## config.mk

```make
export PLATFORM = sky130hd
export DESIGN_NAME = sprite_line_scheduler_flat
export DESIGN_NICKNAME = d
export VERILOG_FILES = /design/src/rtl/sprite_sched_pkg.sv /design/src/rtl/sprite_line_scheduler_if.sv /design/src/rtl/sprite_line_bank.sv /design/src/rtl/sprite_line_scheduler.sv /design/src/flat_wrapper.sv
export SDC_FILE = /design/constraint.sdc
export NUM_CORES = 1
export LEC_CHECK = 0
export BUFFER_PORTS_ARGS = -buffer_cell sky130_fd_sc_hd__buf_2
export CORE_MARGIN = 1.5
export CORE_UTILIZATION = 56
export CTS_CLUSTER_SIZE = 30
export DETAILED_ROUTE_END_ITERATION = 10
export PLACE_DENSITY = 0.76
export SETUP_SLACK_MARGIN = 0.5
export SLEW_MARGIN = 20
export SYNTH_ARGS = -nofsm -noshare
export SYNTH_HDL_FRONTEND = slang
export SYNTH_SLANG_ARGS = --single-unit
```

## constraint.sdc

```tcl
create_clock -name Clk -period 3.5 [get_ports Clk]
set_clock_uncertainty 0.15 [all_clocks]
set_input_delay 0.175 -clock Clk [delete_from_list [all_inputs] [get_ports Clk]]
set_output_delay 0.175 -clock Clk [all_outputs]
set_load 0.03 [all_outputs]
```

## src/rtl/sprite_sched_pkg.sv

```systemverilog
// Shared definitions for the per-scanline sprite scheduler.
//   - Object table geometry and object index assignments
//   - Field widths used by the scheduler, its list storage and its bus
//   - Scheduler FSM state encoding
package sprite_sched_pkg;

  localparam int NUM_OBJ      = 18;  // 0 = chef, 1 = enemy, 2..17 = burger layers
  localparam int MAX_PER_LINE = 8;   // list slots per line

  localparam int IDX_W  = 5;   // object index width
  localparam int Y_W    = 10;  // game-space y width
  localparam int H_W    = 5;   // object height width
  localparam int SLOT_W = 3;   // list slot address width
  localparam int CNT_W  = 4;   // list entry count width (0..8)

  localparam logic [IDX_W-1:0] OBJ_CHEF        = 5'd0;
  localparam logic [IDX_W-1:0] OBJ_ENEMY       = 5'd1;
  localparam logic [IDX_W-1:0] OBJ_BURGER_BASE = 5'd2;

  localparam int CHEF_H  = 16;
  localparam int LAYER_H = 8;
  localparam int GAME_H  = 215;

  typedef enum logic [1:0] {
    IDLE,
    SCAN,
    FINISH
  } sched_state_e;

endpackage

```

## src/rtl/sprite_line_scheduler_if.sv

```systemverilog
// Object table fetch bus between the scheduler and the upstream table mux.
//   obj_idx   : object index requested by the scheduler
//   obj_valid : object exists / is drawn (combinational response to obj_idx)
//   obj_y     : object top y
//   obj_h     : object height (0 means the object never hits)
// Modports: master = scheduler side, slave = object table side.
interface sprite_line_scheduler_if;
  import sprite_sched_pkg::*;

  logic [IDX_W-1:0] obj_idx;
  logic             obj_valid;
  logic [Y_W-1:0]   obj_y;
  logic [H_W-1:0]   obj_h;

  modport master (output obj_idx, input obj_valid, input obj_y, input obj_h);
  modport slave  (input obj_idx, output obj_valid, output obj_y, output obj_h);
endinterface

```

## src/rtl/sprite_line_bank.sv

```systemverilog
// Double-buffered sprite list storage.
//   Clk, Reset_n     : clock, asynchronous active-low reset
//   swap_i           : exchange front and back banks
//   clear_i          : empty the bank that is back after this edge
//   wr_en_i/wr_idx_i : append an object index to the back bank
//   set_ovf_i        : flag the back bank as overflowed
//   rd_slot_i        : front-bank read address
//   rd_idx_o         : front-bank entry at rd_slot_i (combinational)
//   front_count_o/front_ovf_o, back_count_o/back_ovf_o : per-bank status
module sprite_line_bank
  import sprite_sched_pkg::*;
(
  input  logic              Clk,
  input  logic              Reset_n,
  input  logic              swap_i,
  input  logic              clear_i,
  input  logic              wr_en_i,
  input  logic [IDX_W-1:0]  wr_idx_i,
  input  logic              set_ovf_i,
  input  logic [SLOT_W-1:0] rd_slot_i,
  output logic [IDX_W-1:0]  rd_idx_o,
  output logic [CNT_W-1:0]  front_count_o,
  output logic              front_ovf_o,
  output logic [CNT_W-1:0]  back_count_o,
  output logic              back_ovf_o
);

  logic             front_sel_q;
  logic             front_sel_d;
  logic [IDX_W-1:0] rd_word [2];
  logic [CNT_W-1:0] count_w [2];
  logic             ovf_w   [2];

  assign front_sel_d = front_sel_q ^ swap_i;

  always_ff @(posedge Clk or negedge Reset_n) begin
    if (!Reset_n) front_sel_q <= 1'b0;
    else          front_sel_q <= front_sel_d;
  end

  for (genvar gi = 0; gi < 2; gi++) begin : g_bank
    localparam logic BANK_ID = 1'(gi);

    logic [IDX_W-1:0] mem_q [MAX_PER_LINE];
    logic [CNT_W-1:0] count_q;
    logic             ovf_q;
    logic             clear_this;
    logic             is_back;

    // Clear targets the bank that will be back once any swap has taken
    // effect, so a swap+clear empties the old front bank.
    assign clear_this = clear_i && (front_sel_d != BANK_ID);
    assign is_back    = (front_sel_q != BANK_ID);

    always_ff @(posedge Clk or negedge Reset_n) begin
      if (!Reset_n) begin
        count_q <= '0;
        ovf_q   <= 1'b0;
        for (int i = 0; i < MAX_PER_LINE; i++) mem_q[i] <= '0;
      end else if (clear_this) begin
        count_q <= '0;
        ovf_q   <= 1'b0;
      end else if (is_back) begin
        if (wr_en_i) begin
          mem_q[count_q[SLOT_W-1:0]] <= wr_idx_i;
          count_q                    <= count_q + 1'b1;
        end
        if (set_ovf_i) ovf_q <= 1'b1;
      end
    end

    assign rd_word[gi] = mem_q[rd_slot_i];
    assign count_w[gi] = count_q;
    assign ovf_w[gi]   = ovf_q;
  end

  assign rd_idx_o      = rd_word[front_sel_q];
  assign front_count_o = count_w[front_sel_q];
  assign front_ovf_o   = ovf_w[front_sel_q];
  assign back_count_o  = count_w[~front_sel_q];
  assign back_ovf_o    = ovf_w[~front_sel_q];

endmodule

```

## src/rtl/sprite_line_scheduler.sv

```systemverilog
// Per-scanline sprite scheduler. On each line_start it walks the 18-entry
// object table (one object per cycle) and builds an ascending-index list of
// up to 8 objects covering next_line into the back bank; the finished list
// becomes the front bank on the following line_start.
//   Clk, Reset_n            : clock, asynchronous active-low reset
//   line_start, next_line   : hblank pulse and the game line to build
//   obj_bus (master)        : object table fetch bus
//   rd_slot, rd_idx, rd_hit : front-bank read port (combinational)
//   front_count, overflow   : front-bank entry count and overflow flag
//   busy, done              : scan in progress / one-cycle completion pulse
//   ovf_lines               : saturating count of overflowed lines
// Build option: define SPRITE_OVF_CNT_EN to build the ovf_lines counter;
// otherwise ovf_lines is tied to 0.
module sprite_line_scheduler
  import sprite_sched_pkg::*;
(
  input  logic                     Clk,
  input  logic                     Reset_n,
  input  logic                     line_start,
  input  logic [Y_W-1:0]           next_line,
  sprite_line_scheduler_if.master  obj_bus,
  input  logic [SLOT_W-1:0]        rd_slot,
  output logic [IDX_W-1:0]         rd_idx,
  output logic                     rd_hit,
  output logic [CNT_W-1:0]         front_count,
  output logic                     busy,
  output logic                     done,
  output logic                     overflow,
  output logic [7:0]               ovf_lines
);

  localparam logic [IDX_W-1:0] LAST_IDX = IDX_W'(NUM_OBJ - 1);
  localparam logic [CNT_W-1:0] MAX_CNT  = CNT_W'(MAX_PER_LINE);

  sched_state_e     state_q, state_d;
  logic [IDX_W-1:0] obj_idx_q, obj_idx_d;
  logic [Y_W-1:0]   line_q, line_d;
  logic             back_complete_q, back_complete_d;

  logic             swap, clear, wr_en, set_ovf, restart, hit;
  logic [CNT_W-1:0] back_count;
  logic             back_ovf;
  logic [Y_W:0]     obj_bottom;

  // One extra bit keeps obj_y + obj_h from wrapping near the top of the range.
  assign obj_bottom = {1'b0, obj_bus.obj_y} + {{(Y_W + 1 - H_W){1'b0}}, obj_bus.obj_h};
  assign hit = obj_bus.obj_valid &&
               (line_q >= obj_bus.obj_y) &&
               ({1'b0, line_q} < obj_bottom);

  always_ff @(posedge Clk or negedge Reset_n) begin
    if (!Reset_n) begin
      state_q         <= IDLE;
      obj_idx_q       <= '0;
      line_q          <= '0;
      back_complete_q <= 1'b0;
    end else begin
      state_q         <= state_d;
      obj_idx_q       <= obj_idx_d;
      line_q          <= line_d;
      back_complete_q <= back_complete_d;
    end
  end

  always_comb begin
    state_d         = state_q;
    obj_idx_d       = obj_idx_q;
    line_d          = line_q;
    back_complete_d = back_complete_q;
    swap            = 1'b0;
    clear           = 1'b0;
    wr_en           = 1'b0;
    set_ovf         = 1'b0;
    restart         = 1'b0;
    done            = 1'b0;

    unique case (state_q)
      IDLE: begin
        if (line_start) begin
          swap            = back_complete_q;
          back_complete_d = 1'b0;
          restart         = 1'b1;
        end
      end
      SCAN: begin
        if (line_start) begin
          restart = 1'b1;  // abandon; rebuild the same back bank
        end else begin
          wr_en     = hit && (back_count < MAX_CNT);
          set_ovf   = hit && (back_count >= MAX_CNT);
          obj_idx_d = obj_idx_q + 1'b1;
          if (obj_idx_q == LAST_IDX) state_d = FINISH;
        end
      end
      FINISH: begin
        if (line_start) begin
          restart = 1'b1;  // abandoned scans never report done
        end else begin
          done            = 1'b1;
          back_complete_d = 1'b1;
          obj_idx_d       = '0;
          state_d         = IDLE;
        end
      end
      default: state_d = IDLE;
    endcase

    if (restart) begin
      line_d    = next_line;
      obj_idx_d = '0;
      clear     = 1'b1;
      state_d   = SCAN;
    end
  end

  sprite_line_bank u_bank (
    .Clk           (Clk),
    .Reset_n       (Reset_n),
    .swap_i        (swap),
    .clear_i       (clear),
    .wr_en_i       (wr_en),
    .wr_idx_i      (obj_idx_q),
    .set_ovf_i     (set_ovf),
    .rd_slot_i     (rd_slot),
    .rd_idx_o      (rd_idx),
    .front_count_o (front_count),
    .front_ovf_o   (overflow),
    .back_count_o  (back_count),
    .back_ovf_o    (back_ovf)
  );

  assign obj_bus.obj_idx = obj_idx_q;
  assign busy            = (state_q != IDLE);
  assign rd_hit          = ({1'b0, rd_slot} < front_count);

`ifdef SPRITE_OVF_CNT_EN
  logic [7:0] ovf_lines_q;

  always_ff @(posedge Clk or negedge Reset_n) begin
    if (!Reset_n) begin
      ovf_lines_q <= '0;
    end else if (swap && back_ovf && (ovf_lines_q != 8'hFF)) begin
      ovf_lines_q <= ovf_lines_q + 1'b1;
    end
  end

  assign ovf_lines = ovf_lines_q;
`else
  logic unused_back_ovf;
  assign unused_back_ovf = back_ovf;
  assign ovf_lines       = '0;
`endif

endmodule

```

## src/flat_wrapper.sv

```systemverilog
// flat-port wrapper written by rule: the top's interface ports become plain ports
module sprite_line_scheduler_flat import sprite_sched_pkg::*;
  (Clk, Reset_n, line_start, next_line, rd_slot, rd_idx, rd_hit, front_count, busy, done, overflow, ovf_lines, obj_bus_obj_idx, obj_bus_obj_valid, obj_bus_obj_y, obj_bus_obj_h);
  sprite_line_scheduler_if obj_bus_i ();
  input  logic Clk;
  input  logic Reset_n;
  input  logic line_start;
  input  logic [Y_W-1:0] next_line;
  input  logic [SLOT_W-1:0] rd_slot;
  output logic [IDX_W-1:0] rd_idx;
  output logic rd_hit;
  output logic [CNT_W-1:0] front_count;
  output logic busy;
  output logic done;
  output logic overflow;
  output logic [7:0] ovf_lines;
  output wire logic [$bits(obj_bus_i.obj_idx)-1:0] obj_bus_obj_idx;
  input wire logic [$bits(obj_bus_i.obj_valid)-1:0] obj_bus_obj_valid;
  input wire logic [$bits(obj_bus_i.obj_y)-1:0] obj_bus_obj_y;
  input wire logic [$bits(obj_bus_i.obj_h)-1:0] obj_bus_obj_h;
  assign obj_bus_obj_idx = obj_bus_i.obj_idx;
  assign obj_bus_i.obj_valid = obj_bus_obj_valid;
  assign obj_bus_i.obj_y = obj_bus_obj_y;
  assign obj_bus_i.obj_h = obj_bus_obj_h;
  sprite_line_scheduler u_core (.Clk(Clk), .Reset_n(Reset_n), .line_start(line_start), .next_line(next_line), .obj_bus(obj_bus_i), .rd_slot(rd_slot), .rd_idx(rd_idx), .rd_hit(rd_hit), .front_count(front_count), .busy(busy), .done(done), .overflow(overflow), .ovf_lines(ovf_lines));
endmodule
```

[Yosys cells after proc, flatten, opt, wreduce, memory -nomap -nowiden]
Cells that the tools add are included.
Operators by class
  $lt $le $gt $ge: 12
  bitwise logic cells: 10
  muxes and demuxes: 58
  $add $sub $neg: 4
  eq/ne operators: 10
  reductions and logical operators: 27
Operator list (number)
  bitwise mux 40 bit: 2
  2-to-1 mux 5 bit: 12
  2-to-1 mux 4 bit: 12
  binary-select mux 5 bit (select 3 bit): 2
  demux 5 bit (select 3 bit): 2
  2-to-1 mux 1 bit: 21
  greater-or-equal comparator 4 bit, second input constant: 4
  nonzero test 2 bit: 7
  inverter 3 -> 4 bit: 3
  AND reduction 3 bit: 4
  adder 10 x 5 -> 11 bit: 1
  < comparator 10 x 11 -> 1 bit: 1
  greater-or-equal comparator 10 bit: 1
  case mux 5 bit (2 select lines): 1
  adder 4 x 1 -> 4 bit, second input constant: 2
  logical AND 1 bit: 8
  < comparator 4 x 1 -> 1 bit, second input constant: 2
  2-to-1 mux 2 bit: 4
  AND reduction 2 bit: 4
  inequality test 3 x 2 -> 1 bit, second input constant: 2
  case mux 2 bit (3 select lines): 1
  adder 5 x 1 -> 5 bit, second input constant: 1
  == test 5 bit, second input constant: 1
  greater-or-equal comparator 2 bit, second input constant: 2
  other kinds (15): 21
Storage, ports and cells
  input bits: 32
  register bits: 109
  output and inout bits: 26
  word-level logic and storage cells: 146

[Logic depth before layout (Yosys ltp)]
  word-level depth: 12
  mapped depth: 15
  gate-level depth less buffers: 14

[Hierarchy]
Synthesis repeated with hierarchy kept, for this count alone.
Second synthesis, totals
  cells, all modules: 524
  area total of the unflattened synthesis: 6180.9 µm²
Modules (own cells, without submodules)
  sprite_line_bank: cells each 330, instances 1, area each 4425.5 µm², seq. area each 2277.2 µm²
  sprite_line_scheduler: cells each 194, instances 1, area each 1755.4 µm², seq. area each 450.4 µm²

[Least setup slack after synthesis]
No wires, ideal clock.
  path type: input to register
  from: input port obj_bus_obj_h[0]
  to: register u_core.u_bank.g_bank[0].mem_q[35] (netlist name)
  cell stages on the path: 14
  path buffers: 1
  required time: 3.222 ns
  path slack: 0.178 ns
  data arrival time: 3.044 ns
  setup time: 0.128 ns
  cells stage by stage: ha_1 fa_1 a211oi_1 o21bai_1 nand4_1 xnor2_1 ha_1 a21o_1 a21oi_1 o311ai_0 nand2b_2 buf_6 nand4b_1 mux2_1
On the way
  longest elaborated chain between the ends: 7
RTL lines
  start: declaration: RTL line flat_wrapper.sv:20  | input wire logic [$bits(obj_bus_i.obj_h)-1:0] obj_bus_obj_h;
  adder 10 x 5 -> 11 bit: RTL line sprite_line_scheduler.sv:46  | assign obj_bottom = {1'b0, obj_bus.obj_y} + {{(Y_W + 1 - H_W){1'b0}}, obj_bus.obj_h};
  < comparator 10 x 11 -> 1 bit: RTL line sprite_line_scheduler.sv:49  | ({1'b0, line_q} < obj_bottom);
  logical AND 1 bit: RTL line sprite_line_scheduler.sv:48  | (line_q >= obj_bus.obj_y) &&
  logical AND 1 bit: RTL line sprite_line_scheduler.sv:89  | wr_en = hit && (back_count < MAX_CNT);
  2-to-1 mux 1 bit: RTL line sprite_line_scheduler.sv:86  | if (line_start) begin
  2-to-1 mux 1 bit: RTL line sprite_line_scheduler.sv:77  | unique case (state_q)
  AND reduction 3 bit (no line)
  end signal: indexed assignment: RTL line sprite_line_bank.sv:65  | mem_q[count_q[SLOT_W-1:0]] <= wr_idx_i;
  end: declaration: RTL line sprite_line_bank.sv:44  | logic [IDX_W-1:0] mem_q [MAX_PER_LINE];
No other way between the ends.
A chain may end at the register's enable or synchronous reset.

[Worst setup path after layout]
  from: input port obj_bus_obj_y[0]
  to: register u_core.u_bank.g_bank[0].mem_q[21] (netlist name)
On the way
  longest elaborated chain between the ends: 7
  elaborated cells between the ends (all ways): 9
  those cells by class: 1 x add/sub; 2 x order compare; 2 x mux; 4 x reduce/logical
RTL lines
  start: declaration: RTL line flat_wrapper.sv:19  | input wire logic [$bits(obj_bus_i.obj_y)-1:0] obj_bus_obj_y;
  adder 10 x 5 -> 11 bit / greater-or-equal comparator 10 bit (equally long branches): RTL line sprite_line_scheduler.sv:46, sprite_line_scheduler.sv:48
  < comparator 10 x 11 -> 1 bit / logical AND 1 bit (equally long branches): RTL line sprite_line_scheduler.sv:49, sprite_line_scheduler.sv:47
  logical AND 1 bit *: RTL line sprite_line_scheduler.sv:48
  logical AND 1 bit *: RTL line sprite_line_scheduler.sv:89
  2-to-1 mux 1 bit *: RTL line sprite_line_scheduler.sv:86
  2-to-1 mux 1 bit *: RTL line sprite_line_scheduler.sv:77
  AND reduction 3 bit (no line) *
Every way passes the cells marked *; elsewhere a longest branch is shown, timed or not.

==> results.cfg <==
[worst_setup_path]
path_class = primary input to register
endpoint_kind = register
reg2reg_depth = 7
required_ns = 3.62
cp-start-kind = primary input
worstPathArrival_ns = 3.14
reg2reg_slack_ns = 0.58
crit_fanout = 6
timing.rr.start = u_core.line_q[9]
crit_end = u_core.u_bank.g_bank[0].mem_q[21]
rr_endpoint = u_core.u_bank.g_bank[0].mem_q[21]
startpoint = obj_bus_obj_y[0]

[power_and_ir_drop]
pwr_density_cell_nw_per_um2 = 513.2
power_w = 0.003649
power_frac_seq_pct = 42.4
p_clk_share_pct = 26.9
combPwrFrac_pct = 30.7
swShare_pct = 33.38
p_leak_nw = 3.678
peakVddDrop_mv = 0.2444
power.switching_w = 0.001218
internal-power_w = 0.002431

[timing]
period_minus_slack_ns = 3.027
slew_headroom_pct = 45.94
finalHoldViolations = 0
fin_crit_sh_pct = 86.47
worst_pin_slew_ns = 0.8109
final-max-slew-violation-count = 0
max_freq_ghz = 0.3304
setup_violations = 0
rsz0062_at_grt = true
setup_slack_ns = 0.4734
tns_ns = 0

[route]
finalWirelength_mm = 13.17
drt_iter0_drc = 280
dr.pass1.iters = 4
vias = 4058
drcViolationCount = 0
routedWlPerCell_um = 19.33
avgViaCountPerCell = 5.959
ant_nets = 0

[cts]
h-tree-depth = 3
clockBufferDepth = 2
path_clk_slew_ns = 0.11
clkSinkCount = 109
cts_root_buf = clkbuf_8
cts_buffers = 9
clk_latency_ns = 0.39
cts_tree = yes

[synth]
avgSynthCellArea_sq_um = 13.05
syn_area_sq_um = 6118
postSynthCellCount = 469
ys_types = 51
yosys.area.top_type = dfrtp_1
ys_async_sr_fraction_pct = 100.0
synth_top_area_share_pct = 44.58
yosys_warnings = 0
synth-seq-cells = 109
synthTopCellsByCount = 109 x dfrtp_1, 86 x mux2_2, 34 x ha_1, 25 x inv_1, 25 x mux4_2
yosysSeqAreaShare_pct = 44.58
synth_edf_count = 0
yosysMostFrequentCell = dfrtp_1
ys_top_cells_by_area = dfrtp_1 45%, mux2_2 16%, mux4_2 9.2%
synthFlopType = dfrtp_1

[floorplan]
die_y_um = 107.5
die-area_sq_um = 11560
io_pins = 58
die_w_um = 107.5
initial_core_util_pct = 58.48
rows = 37
design.core.area_sq_um = 10460

[placement]
dp.cells = 643
port_buffers = 49
dp_hpwl_mm = 9.023
preCtsSetupSlack_ns = 0.03439
place_congestion = 0.8273
placed_cell_area_sq_um = 6568

[final_layout]
finalNonFillerCells = 681
nets = 608
drive_gt1_share_pct = 41.28
design_area_sq_um = 7111
nFillCells = 748
antennaDiodeCount = 0
synthToLayoutAreaGrowth_pct = 16.22

[grt]
antenna_found_initial = 0
grt_overflow = 0
grt_pass1_vias = 4126
track_usage_pct = 24.52
grt_pass1_wl_mm = 21.21
grt_max_degree = 63

[hold_path]
hp-class = primary input to asynchronous set/reset pin

[outcome]
status = complete, no violations

[flow_run]
drv_cap = 0
-- layout make-up --
| cell class | instances | area (sq um) | area share (%) |
|---|---|---|---|
| sequential | 109 | 2728 | 38.36 |
| multi-input combinational | 311 | 3241 | 45.57 |
| clock inverter | 6 | 133.9 | 1.883 |
| inverter | 25 | 93.84 | 1.320 |
| tap | 136 | 170.2 | 2.393 |
| clock buffer | 9 | 123.9 | 1.742 |
| timing repair buffer | 85 | 620.6 | 8.728 |
-- kinds of logic (layout without fill, tap and decap cells) --
family / count (synthesis) / after routing / share of synthesized area (%)
flip-flops: 109 / 109 / 44.58
other: 1 / 8 / 0.06129
AO/OA/AOI/OAI: 48 / 48 / 5.542
adder cells (fa/ha/maj): 35 / 35 / 7.280
buffers and inverters: 56 / 125 / 4.090
multiplexers: 125 / 125 / 27.44
XOR/XNOR: 10 / 10 / 1.432
AND/OR/NAND/NOR: 85 / 85 / 9.570
-- per-layer routing --
metal	up-vias	GRT usage [%]	wire, um
met3	22	3.511	552
met1	2079	31.81	5673
met2	111	40.86	6600
li1	1846	-	-
met5	-	0	0
met4	0	11.37	340
-- metrics by stage --
step / hold WS (ns) / util [%]
2_1_floorplan: -0.2706 / -
3_5_place_dp: 0.1663 / 62.77
3_3_place_gp: 0.1571 / 62.77
4_1_cts: 0.2795 / 67.16
6_report: 0.2539 / 67.96
5_1_grt: 0.3316 / 67.96
-- power by group through the flow --
stage	logic [W]	registers, W	clock network [W]
detailed placement	0.000995	0.00157	0
CTS	0.00109	0.00155	0.00100
global placement	0.000963	0.00156	0
global route	0.00123	0.00157	0.00106
floorplan	0.000809	0.00148	0
finish	0.00112	0.00155	0.000981
-- critical path: stages --
cell and delay, ns:
buf_8 0.10, ha_4 0.15, fa_2 0.37, a211oi_2 0.25, o21bai_1 0.12, nand4_1 0.14, xnor2_1 0.14, ha_1 0.27
a21o_1 0.17, a21oi_2 0.17, a22o_1 0.17, nand2b_4 0.18, buf_6 0.13, nand4b_1 0.13, buf_6 0.19, mux2_4 0.29
-- state kept, by name, indices dropped and copies added (netlist names) --
| register | cells |
|---|---|
| u_core.line_q | 10 |
| u_core.state_q | 2 |
| u_core.u_bank.g_bank.count_q | 8 |
| u_core.obj_bus.obj_idx | 5 |
| u_core.back_complete_q | 1 |
| u_core.u_bank.front_sel_q | 1 |
| u_core.u_bank.g_bank.mem_q | 80 |
| u_core.u_bank.g_bank.ovf_q | 2 |
-- worst min-delay path by stage --
stage | to | slack, ns
after floorplan | u_core.back_complete_q | -0.27
after global routing | u_core.line_q[0] | 0.33
after detailed placement | u_core.line_q[0] | 0.17
after global placement | u_core.line_q[5] | 0.16
after CTS | u_core.u_bank.g_bank[0].count_q[2] | 0.28
final | u_core.line_q[9] | 0.25
-- placed cells by master, fill, tap and decap left out, types with 15 or more instances in the layout --
cell / n
mux4_2: 25
mux2_2: 83
nor2_1: 15
buf_2: 46
buf_4: 19
dfrtp_1: 109
inv_1: 25
nand2_1: 19
ha_1: 33
-- repair_timing --
item,4_1_cts,5_1_grt
cloned,1,0
gates resized for setup,3,11
pin swaps,5,10
hold buffers,12,0
setup endpoints to repair,35,81
setup buffers,5,5
endpoints found under the hold margin,71,0
No activity file was read; power rests on OpenSTA's default activity.
